===== config.mk =====
export PLATFORM = sky130hd
export DESIGN_NAME = ecsu_persist_monitor
export DESIGN_NICKNAME = d
export VERILOG_FILES = /design/src/rtl/ecsu_persist_monitor.sv
export SDC_FILE = /design/constraint.sdc
export NUM_CORES = 1
export LEC_CHECK = 0
export BUFFER_PORTS_ARGS = -buffer_cell sky130_fd_sc_hd__buf_2
export CAP_MARGIN = 5
export CORE_MARGIN = 8
export CORE_UTILIZATION = 39
export DETAILED_ROUTE_END_ITERATION = 12
export PLACE_DENSITY = 0.66
export SYNTH_ARGS = -nofsm -noshare
export SYNTH_HDL_FRONTEND = slang
export SYNTH_SLANG_ARGS = --single-unit
export TNS_END_PERCENT = 10

===== constraint.sdc =====
create_clock -name CLK -period 3.2 [get_ports CLK]
set_input_delay 0.16 -clock CLK [delete_from_list [all_inputs] [get_ports CLK]]
set_output_delay 0.16 -clock CLK [all_outputs]
set_load 0.02 [all_outputs]

===== src/rtl/ecsu_persist_monitor.sv =====
// ECSU weather/emergency classifier with escalation persistence, de-escalation hold
// and an acknowledged EMERGENCY exit.
module ecsu_persist_monitor #(
   parameter int WIND_W        = 6,
   parameter int TEMP_W        = 8,
   parameter int WIND_CAUTION  = 10,
   parameter int WIND_SEVERE   = 15,
   parameter int WIND_EMERG    = 20,
   parameter int TEMP_HI       = 35,
   parameter int TEMP_LO       = -35,
   parameter int TEMP_EMERG_LO = -40,
   parameter int PERSIST       = 2,
   parameter int CLEAR_HOLD    = 3
) (
   input  logic              CLK,
   input  logic              RST,
   input  logic              thunderstorm,
   input  logic [WIND_W-1:0] wind,
   input  logic [1:0]        visibility,
   input  logic [TEMP_W-1:0] temperature,
   input  logic              ack,
   output logic              severe_weather,
   output logic              emergency_landing_alert,
   output logic [1:0]        ECSU_state,
   output logic              state_change
);

   localparam int MAX_HOLD = (PERSIST > CLEAR_HOLD) ? PERSIST : CLEAR_HOLD;
   localparam int CNT_W    = $clog2(MAX_HOLD) + 1;

   localparam logic        [WIND_W-1:0] W_CAUTION = WIND_W'(WIND_CAUTION);
   localparam logic        [WIND_W-1:0] W_SEVERE  = WIND_W'(WIND_SEVERE);
   localparam logic        [WIND_W-1:0] W_EMERG   = WIND_W'(WIND_EMERG);
   localparam logic signed [TEMP_W-1:0] T_HI      = TEMP_W'(TEMP_HI);
   localparam logic signed [TEMP_W-1:0] T_LO      = TEMP_W'(TEMP_LO);
   localparam logic signed [TEMP_W-1:0] T_ELO     = TEMP_W'(TEMP_EMERG_LO);

   typedef enum logic [1:0] {
      ALL_CLEAR  = 2'b00,
      CAUTION    = 2'b01,
      HIGH_ALERT = 2'b10,
      EMERGENCY  = 2'b11
   } ecsu_state_t;

   typedef enum logic [1:0] {
      DIR_NONE = 2'b00,
      DIR_UP   = 2'b01,
      DIR_DOWN = 2'b10
   } dir_t;

   ecsu_state_t      state, state_next, tgt;
   dir_t             dir, dir_next;
   logic [CNT_W-1:0] cnt, cnt_next;
   logic             change_next;
   logic             caution_cond, severe_cond, emerg_cond;
   logic signed [TEMP_W-1:0] temp_s;

   assign temp_s       = $signed(temperature);
   assign caution_cond = (wind > W_CAUTION) || (visibility == 2'b01);
   assign severe_cond  = thunderstorm || (wind > W_SEVERE) || (temp_s > T_HI) ||
                         (temp_s < T_LO) || (visibility == 2'b11);
   assign emerg_cond   = (wind > W_EMERG) || (temp_s < T_ELO);

   // Target level; EMERGENCY is reachable only once HIGH_ALERT has been reached.
   always_comb begin
      tgt = ALL_CLEAR;
      if (emerg_cond)        tgt = EMERGENCY;
      else if (severe_cond)  tgt = HIGH_ALERT;
      else if (caution_cond) tgt = CAUTION;
      if ((state < HIGH_ALERT) && (tgt == EMERGENCY)) tgt = HIGH_ALERT;
   end

   // A request that reverses direction restarts from zero on that edge.
   always_comb begin
      state_next  = state;
      cnt_next    = cnt;
      dir_next    = dir;
      change_next = 1'b0;
      if (state == EMERGENCY) begin
         cnt_next = '0;
         dir_next = DIR_NONE;
         if (ack && !emerg_cond && !severe_cond) begin
            state_next  = HIGH_ALERT;
            change_next = 1'b1;
         end
      end else if (tgt > state) begin
         if (dir == DIR_DOWN) begin
            cnt_next = '0;
            dir_next = DIR_UP;
         end else if (cnt == CNT_W'(PERSIST - 1)) begin
            state_next  = tgt;
            cnt_next    = '0;
            dir_next    = DIR_NONE;
            change_next = 1'b1;
         end else begin
            cnt_next = cnt + CNT_W'(1);
            dir_next = DIR_UP;
         end
      end else if (tgt < state) begin
         if (dir == DIR_UP) begin
            cnt_next = '0;
            dir_next = DIR_DOWN;
         end else if (cnt == CNT_W'(CLEAR_HOLD - 1)) begin
            state_next  = ecsu_state_t'(state - 2'd1);
            cnt_next    = '0;
            dir_next    = DIR_NONE;
            change_next = 1'b1;
         end else begin
            cnt_next = cnt + CNT_W'(1);
            dir_next = DIR_DOWN;
         end
      end else begin
         cnt_next = '0;
         dir_next = DIR_NONE;
      end
   end

   always_ff @(posedge CLK or posedge RST) begin
      if (RST) begin
         state          <= ALL_CLEAR;
         cnt            <= '0;
         dir            <= DIR_NONE;
         severe_weather <= 1'b0;
         state_change   <= 1'b0;
      end else begin
         state          <= state_next;
         cnt            <= cnt_next;
         dir            <= dir_next;
         severe_weather <= severe_cond;
         state_change   <= change_next;
      end
   end

   assign ECSU_state              = state;
   assign emergency_landing_alert = (state == EMERGENCY);

endmodule

### After elaboration in Yosys (flattened, before gate mapping)

Index checks and enable logic that the tools add are counted.

| storage, ports and cells | value |
|---|---|
| input port bits | 20 |
| memory bits (read-only) | 0 |
| memories kept | 0 |
| output and inout bits | 5 |
| bits in registers | 9 |
| latch bits | 0 |
| memory bits (writable) | 0 |

| cells by class | value |
|---|---|
| mux-type cells | 34 |
| bitwise operators | 0 |
| divide/modulo/power cells | 0 |
| add/sub/neg operators | 2 |
| $mul | 0 |
| reductions and logical operators | 14 |
| order comparisons | 9 |
| equality and inequality tests | 12 |
| shifts and indexed selects | 0 |

Operator list:

| cell | number |
|---|---|
| 2-to-1 mux 2 bit | 16 |
| 2-to-1 mux 3 bit | 7 |
| less-than comparator 8 x 7 -> 1 bit (second input constant) | 2 |
| > comparator 6 x 4 -> 1 bit (second input constant) | 2 |
| 2-to-1 mux 1 bit | 11 |
| == test 2 bit (second input constant) | 4 |
| > comparator 8 x 7 -> 1 bit (second input constant) | 1 |
| > comparator 6 x 5 -> 1 bit (second input constant) | 1 |
| logical OR 1 bit | 6 |
| inequality test 3 bit (second input constant) | 2 |
| AND reduction 6 bit | 1 |
| nonzero test 3 bit | 2 |
| == test 2 x 1 -> 1 bit (second input constant) | 2 |
| adder 3 x 1 -> 3 bit (second input constant) | 1 |
| == test 3 x 1 -> 1 bit (second input constant) | 1 |
| == test 3 x 2 -> 1 bit (second input constant) | 1 |
| logical AND 1 bit | 3 |
| inequality test 3 x 2 -> 1 bit (second input constant) | 1 |
| > comparator 2 bit | 1 |
| zero test 1 bit | 2 |
| less-than comparator 2 bit | 1 |
| less-than comparator 2 bit (second input constant) | 1 |
| inequality test 2 x 1 -> 1 bit (second input constant) | 1 |
| subtractor 2 x 1 -> 2 bit (second input constant) | 1 |

### Longest topological paths before layout

Gate-level depths: netlist of the first run.

| logic depth | value |
|---|---|
| depth in word-level cells | 14 |
| depth in mapped cells | 11 |

### Worst setup path before layout of the first run

No wires, ideal clock.

| path | value |
|---|---|
| path kind | input to register |
| from | input visibility[0] |
| to | register state[0] (netlist: ECSU_state[0]) |
| setup time | 142 ps |
| stages on the path | 11 |
| arrival time | 2361 ps |
| buffers on the path | 0 |
| path slack | 697 ps |
| cell sequence | a2111o_1 a31oi_4 nand4_4 a2bb2oi_2 ha_1 nor2b_1 o21ai_1 nand3b_1 a211oi_1 o21bai_1 a31oi_1 |

| between the ends | value |
|---|---|
| elaborated cells between the ends (all ways) | 25 |
| classes of those cells | 2 x order compare; 7 x eq/ne; 8 x mux; 8 x reduce/logical |

RTL lines:

| what | line | source |
|---|---|---|
| from (decl) | 19 | `input logic [1:0] visibility,` |
| == test 2 bit (*) | 61 | `(temp_s < T_LO) \|\| (visibility == 2'b11);` |
| logical OR 1 bit (*) | 61 |  |
| net severe_cond | 55 | `logic caution_cond, severe_cond, emerg_cond;` |
| branches (longest 9 deep; another with > comparator 2 bit) | - |  |
| to (signal assigned) | 126 | `state <= state_next;` |
| to (decl) | 51 | `ecsu_state_t state, state_next, tgt;` |

Mark *: on every way through the listed nets, which the timed path passes. The select of a mux whose other input is x is not followed.
A chain may end at the register's enable or synchronous reset.

### Final worst setup path of the first run

Same ends and word-level chain as after synthesis.

==> reports/qor.log, run 1 <==
INFO  floorplanning  die-height=56.8µm
INFO  clock_network  cts_clock_pin_slew_for_the_worst_setup_and_hold_paths=60ps
INFO  sta            finalSetupTns=0ps
INFO  layout         most-common-layout-cells=24 x buf_2, 9 x dfrtp_1, 9 x nand2_1, 6 x nor2_1
INFO  route          route.detailed.vias_per_inst=5.41
INFO  sta            period_share=80.3%
INFO  placed_design  dpl_wire_length=1250µm
INFO  logic_synthesis post_synthesis_instance_area=649µm²
INFO  logic_synthesis share_of_synthesized_area_occupied_by_flip_flops_and_latches=34.7%
INFO  logic_synthesis syn_avg_cell_area=9.15µm²
INFO  min_path       hold_path.class=in -> reg
INFO  global_route   first_global_vias=635
INFO  power_and_ir_drop p_switching=0.269mW
INFO  clock_network  clock_sink_count=9
INFO  clock_network  cts_resized=0
INFO  critical_path  critical_path_arrival=2710ps
INFO  placed_design  place_area=790µm²
INFO  floorplanning  fp.dieArea=0.00323mm²
INFO  power_and_ir_drop powerDensity=722mW/mm²
INFO  critical_path  cp_data_required_time=3340ps
INFO  route          total_wire_length_after_detailed_routing=1460µm
INFO  power_and_ir_drop power_report.internal_total=0.328mW
INFO  placed_design  placed_cells=111
INFO  placed_design  place.gp.congestion=0.756
INFO  critical_path  max_stage_delay=440ps
INFO  logic_synthesis ys_warn_count=0
INFO  route          num_vias=627
INFO  placed_design  post-place-ws=347ps
INFO  clock_network  tritoncts=yes
INFO  layout         design.final.nets=124
INFO  sta            unrepaired_setup_endpoints_after_global_routing=no
INFO  route          ant_nets=0
INFO  critical_path  setup_cp_type=in -> reg
INFO  sta            period_minus_slack=2570ps
INFO  sta            worst_clock_skew=1.72ps
INFO  layout         antenna_cells_inserted=0
INFO  sta            worst_margin_slew=630ps
INFO  logic_synthesis netlist_instances=71
INFO  layout         final.fill_count=157
INFO  layout         design_area=827µm²
INFO  clock_network  cts-root-to-sink-buffers=2
INFO  route          drt_iter0_markers=10
INFO  critical_path  critical_path_peak_fanout=7
INFO  clock_network  clockRootBuffer=clkbuf_4
INFO  sta            report.final.setup_viol=0
INFO  floorplanning  floorplan.rows=14
INFO  layout         utilization=53.7%
INFO  global_route   grt_antenna_before_repair=0
INFO  power_and_ir_drop irDropWorstVdd=0.257mV
INFO  global_route   grtUsageTotal=9.83%
INFO  power_and_ir_drop clockPowerShare=14.6%
INFO  layout         finalNonFillerCells=116
INFO  layout         layout-drive-gt1-share=32.0%
INFO  layout         area.growth.synth_to_final=27.4%
INFO  placed_design  place.port_buffers=24
INFO  sta            fin_hold_ws=193ps
INFO  sta            timing_max_transition_violations_final=0
INFO  logic_synthesis synth-seq-cells=9
INFO  floorplanning  initial_cell_density_of_the_core=42.1%
INFO  logic_synthesis yosys.cell_types.count=30
INFO  power_and_ir_drop combPwrFrac=54.3%
INFO  global_route   grt_overflow_total=0
INFO  route          detail_route.first_pass.iterations=4
INFO  floorplanning  boundaryPins=25
INFO  power_and_ir_drop p_leak=0.380nW
INFO  power_and_ir_drop p_seq_share=31.1%
INFO  route          wl_per_cell=12.5µm
INFO  clock_network  number_of_clock_buffers_inserted_by_tritoncts=3
INFO  critical_path  critPathSlowestCell=a2111o_1
INFO  sta            setup_slack=629ps
INFO  run_status     run_status=finished, final reports clean
INFO  clock_network  clkLatencyLatePin=260ps
INFO  clock_network  cts.hold.buffers_added=1
INFO  sta            report.final.hold_viol_count=0
INFO  floorplanning  die_width=56.8µm
INFO  global_route   global_route_wire_length_before_repair=2620µm
INFO  sta            timing.slew.headroom=56.9%
INFO  critical_path  worstSetupEndpointType=register
INFO  route          remaining_drc_errors=0
INFO  critical_path  cp_num_buf_inv=1
INFO  critical_path  path_cells=buf_2 -> a2111o_1 -> a31oi_4 -> nand4_4 -> a2bb2oi_2 -> ha_1 -> nor2b_1 -> o21ai_1 -> nand3b_1 -> a211oi_1 -> o21bai_1 -> a31oi_1
INFO  layout         mostFrequentLayoutCell=buf_2
INFO  critical_path  critPathTopFamily=compound AO/OA/AOI/OAI gates
INFO  clock_network  htreeDepth=1
INFO  global_route   grt_start_max_net_pins=10
INFO  clock_network  postCtsSetupBuffers=0
INFO  sta            fmax=389MHz
INFO  critical_path  setup.worst_path.start_class=input pin
INFO  power_and_ir_drop netSwitchingFraction=45.1%
INFO  floorplanning  placeableCoreArea=0.00154mm²
INFO  logic_synthesis syn-num-nets=94
INFO  job            cap_violations=0
INFO  power_and_ir_drop power.total=0.597mW
registers in the layout, indices dropped and copies added (netlist names):
signal and count:
cnt 3, state_change 1, dir 2, severe_weather 1, ECSU_state 2
cell families after synthesis:
group	after synthesis	share of synthesized area, %
AO/OA/AOI/OAI	25	31.4
buffers and inverters	3	1.73
flip-flops	9	34.7
XOR/XNOR	1	1.35
AND/OR/NAND/NOR	30	25.0
adder cells (fa/ha/maj)	3	5.78
final cells by class:
cell class	instances	area, µm²	share of cell area [%]
Multi-Input combinational cell	59	413	49.9
Sequential cell	9	225	27.2
Inverter	3	11.3	1.36
Tap cell	16	20.0	2.42
Clock buffer	3	22.5	2.72
Clock inverter	1	5.00	0.605
Timing Repair Buffer	25	130	15.7
path summary, 6_finish.rpt:
| kind | from | end | cells past startpoint | slack, ps |
|---|---|---|---|---|
| max | visibility[0] | ECSU_state[0]$_DFFE_PP0P_ | 12 | 630 |
| min | wind[5] | severe_weather$_DFF_PP0_ | 3 | 190 |
| max reg2reg | ECSU_state[1]$_DFFE_PP0P_ | ECSU_state[0]$_DFFE_PP0P_ | 8 | 960 |
| min reg2reg | cnt[0]$_DFF_PP0_ | cnt[0]$_DFF_PP0_ | 1 | 520 |
| max in group asynchronous | RST | cnt[1]$_DFF_PP0_ | 3 | 2570 |
| min in group asynchronous | RST | dir[0]$_DFF_PP0_ | 3 | 390 |
tightest hold or removal path: cells and delay by family:
family | cells | cell delay [ps]
AOI/OAI and AO/OA | 1 | 60
buffers and inverters | 1 | 110
and+or+nand+nor | 1 | 90
synth_stat cells, drive strengths merged:
cell | n | share of area, %
dfrtp | 9 | 35
nand2 | 9 | 5.2
nor2 | 6 | 3.5
o21ai | 5 | 3.9
nand2b | 4 | 3.9
nor2b | 4 | 3.9
a211oi | 3 | 3.5
a21oi | 3 | 2.3
ha | 3 | 5.8
inv | 3 | 1.7
a2111oi | 2 | 2.7
a21o | 2 | 2.3
a31oi | 2 | 4.2
nand3 | 2 | 1.5
nand4 | 2 | 4.2
a2111o | 1 | 1.7
a221oi | 1 | 2.3
a2bb2oi | 1 | 2.3
nand3b | 1 | 1.2
nor3 | 1 | 0.77
o21a | 1 | 1.2
o21bai | 1 | 1.2
o22a | 1 | 1.3
o2bb2ai | 1 | 1.3
o31ai | 1 | 1.2
or3 | 1 | 0.96
xor2 | 1 | 1.3
power by group through the flow:
| stage | sequential [mW] | combinational (mW) | clock [mW] |
|---|---|---|---|
| after floorplan | 0.200 | 0.225 | 0 |
| after global placement | 0.186 | 0.323 | 0 |
| after detailed placement | 0.187 | 0.326 | 0 |
| after CTS | 0.185 | 0.328 | 0.0906 |
| after global routing | 0.193 | 0.370 | 0.0966 |
| final | 0.186 | 0.324 | 0.0870 |
layer usage:
layer | up-vias | share of wire (%) | track usage (%)
met2 | 30 | 40 | 13.5
met5 | - | 0 | 0
met3 | 4 | 7.1 | 2.92
met1 | 269 | 50 | 12.6
met4 | 0 | 2.6 | 7.05
li1 | 324 | - | -
No activity file was read; power rests on OpenSTA's default activity.
==> run 2, diff against run 1 <==
clock period = 2.51 ns   (was 3.2 ns; I/O delays follow)
==> reports/qor.log, run 2 (same netlist as run 1, synthesis figures left out) <==
INFO  sta            worst_margin_slew=394ps [-237 ps]
INFO  critical_path  path_cells=buf_2 -> a2111o_1 -> a31oi_4 -> nand4_4 -> a2bb2oi_2 -> ha_1 -> nor2b_1 -> o21ai_1 -> nand3b_1 -> a211oi_1 -> buf_4 -> o21bai_1 -> a31oi_1
INFO  floorplanning  initial_cell_density_of_the_core=42.1% [unchanged]
INFO  layout         final.fill_count=156 [-0.64%]
INFO  global_route   first_global_vias=644 [+1.4%]
INFO  critical_path  max_stage_delay=440ps [about the same]
INFO  layout         finalNonFillerCells=122 [+5.2%]
INFO  layout         mostFrequentLayoutCell=buf_2
INFO  sta            report.final.hold_viol_count=0 [unchanged]
INFO  global_route   grt_overflow_total=0 [unchanged]
INFO  placed_design  placed_cells=117 [+5.4%]
INFO  critical_path  worstSetupEndpointType=register
INFO  power_and_ir_drop p_leak=0.407nW [+7.0%]
INFO  floorplanning  boundaryPins=25 [unchanged]
INFO  clock_network  cts-root-to-sink-buffers=2 [unchanged]
INFO  critical_path  rr_worst_depth=9 [+1]
INFO  route          ant_nets=0 [unchanged]
INFO  floorplanning  floorplan.rows=14 [unchanged]
INFO  clock_network  htreeDepth=1 [unchanged]
INFO  clock_network  clkLatencyLatePin=260ps [about the same]
INFO  route          total_wire_length_after_detailed_routing=1510µm [+3.8%]
INFO  global_route   grt_most_used_layer=met2
INFO  route          detail_route.first_pass.iterations=4 [unchanged]
INFO  critical_path  setup_cp_type=in -> reg
INFO  critical_path  critPathSlowestCell=a2111o_1
INFO  floorplanning  fp.dieArea=0.00323mm² [unchanged]
INFO  global_route   grt_use_met2=15.4% [+1.9 points]
INFO  sta            unrepaired_setup_endpoints_after_global_routing=no
INFO  layout         layout-drive-gt1-share=34.9% [+2.9 points]
INFO  critical_path  cp_data_required_time=2640ps [-700 ps]
INFO  placed_design  place.port_buffers=24 [unchanged]
INFO  global_route   grt_antenna_before_repair=0 [unchanged]
INFO  clock_network  postCtsSetupBuffers=0 [unchanged]
INFO  sta            worst_clock_skew=4.70ps [+2.98 ps]
INFO  route          remaining_drc_errors=0 [unchanged]
INFO  critical_path  timing.critical_path.from=visibility[0]
INFO  job            cap_violations=0 [unchanged]
INFO  critical_path  r2r-start=ECSU_state[1]$_DFFE_PP0P_
INFO  layout         largest-register=cnt
INFO  floorplanning  placeableCoreArea=0.00154mm² [unchanged]
INFO  run_status     run_status=finished, final reports clean
INFO  critical_path  critical_path_peak_fanout=4 [-3]
INFO  route          route.detailed.vias_per_inst=5.43 [+0.39%]
INFO  layout         design.final.nets=130 [+4.8%]
INFO  route          drt_iter0_markers=12 [+2]
INFO  global_route   grtUsageTotal=9.65% [-0.18 points]
INFO  global_route   grt.met1_usage=10.6% [-1.9 points]
INFO  clock_network  tritoncts=yes
INFO  power_and_ir_drop power.total=0.807mW [+35%]
INFO  layout         antenna_cells_inserted=0 [unchanged]
INFO  layout         largest_register_ff_count=3 [unchanged]
INFO  clock_network  number_of_clock_buffers_inserted_by_tritoncts=3 [unchanged]
INFO  sta            period_minus_slack=2270ps
INFO  sta            report.final.setup_viol=0 [unchanged]
INFO  critical_path  r2r-end=ECSU_state[0]$_DFFE_PP0P_
INFO  global_route   globalRouteMet3Util=2.70% [-0.22 points]
INFO  sta            timing.slew.headroom=73.1% [+16 points]
INFO  route          wl_per_cell=12.4µm [-1.3%]
INFO  critical_path  critical_path_arrival=2400ps [-310 ps]
INFO  placed_design  place.gp.congestion=0.743 [-1.7%]
INFO  sta            timing_max_transition_violations_final=0 [unchanged]
INFO  global_route   grt_start_max_net_pins=10 [unchanged]
INFO  placed_design  dpl_wire_length=1280µm [+3.0%]
INFO  layout         area.growth.synth_to_final=34.1%
INFO  layout         most-common-layout-cells=24 x buf_2, 9 x dfrtp_1, 9 x nand2_1, 6 x nor2_1, 6 x buf_4
INFO  power_and_ir_drop powerDensity=927mW/mm² [+28%]
INFO  floorplanning  die_width=56.8µm [unchanged]
INFO  critical_path  setup.reg_to_reg.worst_slack=510ps [-450 ps]
INFO  route          num_vias=662 [+5.6%]
INFO  clock_network  cts_clock_pin_slew_for_the_worst_setup_and_hold_paths=60ps [about the same]
INFO  global_route   global_route_wire_length_before_repair=2570µm [-1.6%]
INFO  clock_network  clockRootBuffer=clkbuf_4
INFO  sta            period_share=90.4%
INFO  min_path       hold_path.class=in -> reg
INFO  critical_path  crit_path_end=ECSU_state[0]$_DFFE_PP0P_
INFO  power_and_ir_drop irDropWorstVdd=0.349mV [+35%]
INFO  floorplanning  die-height=56.8µm [unchanged]
INFO  sta            fmax=441MHz
INFO  critical_path  setup.worst_path.start_class=input pin
INFO  clock_network  clock_sink_count=9 [unchanged]
==> run 2: cell types whose count changed in the layout (fill, tap and decap cells not counted), sizes merged <==
cell | before | now
buf | 24 | 30
clkbuf | 3 | 4
clkinv | 1 | 0
==> run 2: how the worst min path moves through the flow <==
stage               startpoint                   endpoint  slack [ps]  cells after the start
detailed placement         RST           cnt[0]$_DFF_PP0_         100                      2
floorplan                  RST  ECSU_state[0]$_DFFE_PP0P_         -50                      1
finish                     ack     state_change$_DFF_PP0_         180                      3
global route               ack     state_change$_DFF_PP0_         210                      3
CTS                        ack     state_change$_DFF_PP0_         170                      3
global placement           RST           cnt[0]$_DFF_PP0_         100                      2
==> run 2: worst max-delay path: cells and delay by family <==
family | cells | cell delay, ps
buffers and inverters | 2 | 260
AO/OA/AOI/OAI | 7 | 1360
adder cells (fa/ha/maj) | 1 | 180
AND/OR/NAND/NOR | 3 | 460
==> run 2: where the power goes <==
part	internal, mW	leakage, nW	switching, mW
Sequential	0.194	0.111	0.0401
Clock	0.0613	0.0150	0.0503
Combinational	0.204	0.280	0.258
Total	0.459	0.407	0.348
==> run 2: what timing repair did <==
item | in CTS | in global routing
resized for setup | 0 | 0
hold buffers | 1 | 0
hold endpoints to repair | 9 | 0
==> run 2: layout make-up <==
type | instances | area, µm² | area share, %
multi-input cells | 59 | 413 | 47.4
flip-flops and latches | 9 | 225 | 25.9
repair buffers | 31 | 175 | 20.1
clock buffers | 4 | 26.3 | 3.02
well taps | 16 | 20.0 | 2.30
inverters | 3 | 11.3 | 1.29
==> run 2: layer usage <==
layer  vias up  part of all wire (%)
li1        341                     -
met1       290                    50
met2        27                    43
met3         4                   5.4
met4         0                   2.1
met5         -                     0
==> run 2: per-stage QoR <==
step | setup WS (ps) | setup TNS, ps | cell area [µm²] | utilization [%] | hold slack (ps)
floorplan | 41.6 | 0 | 649 | - | -46.6
global placement | 22.7 | 0 | 835 | 54.1 | 96.8
detailed placement | -37.8 | -37.8 | 835 | 54.1 | 103
CTS | 233 | 0 | 871 | 56.5 | 174
global route | 80.5 | 0 | 871 | 56.5 | 210
finish | 241 | 0 | 871 | 56.5 | 180
==> run 3, diff against run 2 <==
BUFFER_PORTS_ARGS = -buffer_cell sky130_fd_sc_hd__clkbuf_2   (was -buffer_cell sky130_fd_sc_hd__buf_2)
CORE_UTILIZATION = 46   (was 39)
PLACE_DENSITY = 0.76   (was 0.66)
==> reports/qor.log, run 3 (same netlist as run 1, synthesis figures left out) <==
INFO  global_route   first_global_vias=701 [+8.9%]
INFO  critical_path  path_cells=clkbuf_2 -> a2111o_1 -> a31oi_4 -> nand4_4 -> a2bb2oi_2 -> ha_1 -> nor2b_1 -> o21ai_1 -> nand3b_1 -> a211oi_1 -> buf_4 -> o2bb2ai_1 -> a31oi_1
INFO  min_path       hold_path.class=in -> reg
INFO  route          wl_per_cell=13.0µm [+5.1%]
INFO  layout         largest-register=cnt
INFO  global_route   grt_antenna_before_repair=0 [unchanged]
INFO  critical_path  worstSetupEndpointType=register
INFO  critical_path  cp_data_required_time=2690ps [+50 ps]
INFO  critical_path  max_stage_delay=440ps [about the same]
INFO  route          ant_nets=0 [unchanged]
INFO  placed_design  post-place-ws=-7.92ps [+29.9 ps]
INFO  sta            worst_margin_slew=410ps [+16.0 ps]
INFO  route          detail_route.first_pass.iterations=4 [unchanged]
INFO  clock_network  cts-root-to-sink-buffers=2 [unchanged]
INFO  power_and_ir_drop powerDensity=936mW/mm² [+0.93%]
INFO  placed_design  place.gp.congestion=0.801 [+7.8%]
INFO  clock_network  number_of_clock_buffers_inserted_by_tritoncts=3 [unchanged]
INFO  placed_design  dpl_wire_length=1290µm [+0.70%]
INFO  sta            setup_slack=219ps [-22.1 ps]
INFO  critical_path  critPathSlowestCell=a2111o_1
INFO  floorplanning  boundaryPins=25 [unchanged]
INFO  clock_network  cts_clock_pin_slew_for_the_worst_setup_and_hold_paths=60ps [about the same]
INFO  power_and_ir_drop irDropWorstVdd=0.349mV [about the same]
INFO  clock_network  cts_resized=0 [unchanged]
INFO  job            cap_violations=0 [unchanged]
INFO  route          remaining_drc_errors=0 [unchanged]
INFO  critical_path  setup_cp_type=in -> reg
INFO  critical_path  setup.worst_path.start_class=input pin
INFO  clock_network  clockRootBuffer=clkbuf_4
INFO  sta            period_share=91.3% [+0.88 points]
INFO  critical_path  cp_num_buf_inv=2 [unchanged]
INFO  sta            report.final.hold_viol_count=0 [unchanged]
INFO  sta            timing_max_transition_violations_final=0 [unchanged]
INFO  floorplanning  floorplan.rows=13 [-1]
INFO  sta            unrepaired_setup_endpoints_after_global_routing=no
INFO  placed_design  place.port_buffers=24 [unchanged]
INFO  critical_path  critPathTopFamily=compound AO/OA/AOI/OAI gates
INFO  floorplanning  placeableCoreArea=0.00132mm² [-15%]
INFO  route          num_vias=667 [+0.76%]
INFO  clock_network  clkLatencyLatePin=260ps [about the same]
INFO  global_route   grtUsageTotal=12.8% [+3.2 points]
INFO  route          drt_iter0_markers=8 [-4]
INFO  floorplanning  initial_cell_density_of_the_core=49.3% [+7.2 points]
INFO  layout         antenna_cells_inserted=0 [unchanged]
INFO  critical_path  critical_path_arrival=2470ps [+70 ps]
INFO  global_route   grt_overflow_total=0 [unchanged]
INFO  clock_network  tritoncts=yes
INFO  layout         largest_register_ff_count=3 [unchanged]
INFO  global_route   grt_most_used_layer=met2
INFO  clock_network  clock_sink_count=9 [unchanged]
INFO  power_and_ir_drop p_leak=0.412nW [+1.3%]
INFO  global_route   grt.met1_usage=13.9% [+3.3 points]
INFO  layout         most-common-layout-cells=24 x clkbuf_2, 9 x dfrtp_1, 9 x nand2_1, 6 x nor2_1, 6 x buf_4
INFO  floorplanning  die_width=53.6µm [-5.7%]
INFO  run_status     run_status=finished, final reports clean
INFO  sta            fmax=437MHz [-0.96%]
INFO  sta            finalSetupTns=0ps [unchanged]
INFO  sta            period_minus_slack=2290ps [+22.1 ps]
INFO  sta            timing.slew.headroom=72.0% [-1.1 points]
INFO  route          total_wire_length_after_detailed_routing=1570µm [+4.2%]
INFO  layout         design.final.nets=130 [unchanged]
INFO  route          route.detailed.vias_per_inst=5.51 [+1.6%]
INFO  floorplanning  die-height=53.6µm [-5.7%]
INFO  global_route   global_route_wire_length_before_repair=2770µm [+7.5%]
INFO  global_route   globalRouteMet3Util=3.86% [+1.2 points]
INFO  layout         mostFrequentLayoutCell=clkbuf_2
INFO  layout         area.growth.synth_to_final=33.9%
INFO  floorplanning  fp.dieArea=0.00287mm² [-11%]
INFO  critical_path  critical_path_peak_fanout=3 [-1]
INFO  sta            report.final.setup_viol=0 [unchanged]
INFO  global_route   grt_use_met2=20.9% [+5.5 points]
INFO  layout         layout-drive-gt1-share=34.9% [unchanged]
INFO  clock_network  htreeDepth=1 [unchanged]
INFO  clock_network  postCtsSetupBuffers=0 [unchanged]
INFO  sta            worst_clock_skew=1.35ps [-3.34 ps]
INFO  global_route   grt_start_max_net_pins=10 [unchanged]
==> run 3: worst register-to-register path, cell delays in order (launching register included) <==
cell and delay (ps):
dfrtp_1 400, inv_1 90, ha_1 290, nor2b_1 200, o21ai_1 100, nand3b_1 170, a211oi_1 320, buf_4 180
o2bb2ai_1 60, a31oi_1 130
==> run 3: per-layer routing <==
| metal | share of wire [%] | vias to the layer above |
|---|---|---|
| li1 | - | 339 |
| met1 | 45 | 297 |
| met2 | 47 | 27 |
| met3 | 6.5 | 4 |
| met4 | 1.3 | 0 |
| met5 | 0 | - |
==> run 3: area by class of cell <==
class,instances,area [µm²]
Multi-Input combinational cell,59,413
Inverter,3,11.3
Fill cell,109,448
Clock buffer,4,26.3
Timing Repair Buffer,31,175
Tap cell,15,18.8
Sequential cell,9,225
==> run 3: final timing paths <==
check	startpoint	to	slack (ps)	cells after the start
worst max-delay path	visibility[0]	ECSU_state[0]$_DFFE_PP0P_	220	13
worst min-delay path	ack	state_change$_DFF_PP0_	200	3
worst max register to register	ECSU_state[1]$_DFFE_PP0P_	ECSU_state[0]$_DFFE_PP0P_	500	9
worst min register to register	cnt[0]$_DFF_PP0_	cnt[0]$_DFF_PP0_	520	1
max in group asynchronous	RST	dir[1]$_DFF_PP0_	1900	3
min in group asynchronous	RST	dir[0]$_DFF_PP0_	370	3
==> run 3: power breakdown <==
part           total (mW)  leakage [nW]  switching, mW  internal [mW]
Combinational       0.465         0.286          0.262          0.203
Clock               0.112        0.0150         0.0509         0.0613
Sequential          0.236         0.111         0.0421          0.194
==> run 3: through the flow <==
step | cell area, µm² | utilization (%) | hold WS (ps) | instances | power [mW]
5_1_grt | 870 | 66.0 | 231 | 121 | 0.887
6_report | 870 | 66.0 | 201 | 121 | 0.814
2_1_floorplan | 649 | - | -46.6 | 71 | 0.542
4_1_cts | 870 | 66.0 | 206 | 121 | 0.818
3_5_place_dp | 833 | 63.2 | 83.5 | 116 | 0.698
3_3_place_gp | 833 | 63.2 | 77.0 | 116 | 0.689
==> run 3: what timing repair did <==
| item | CTS | global route |
|---|---|---|
| hold buffers | 1 | 0 |
| setup endpoints to repair | 0 | 0 |
| endpoints found under the hold margin | 9 | 0 |
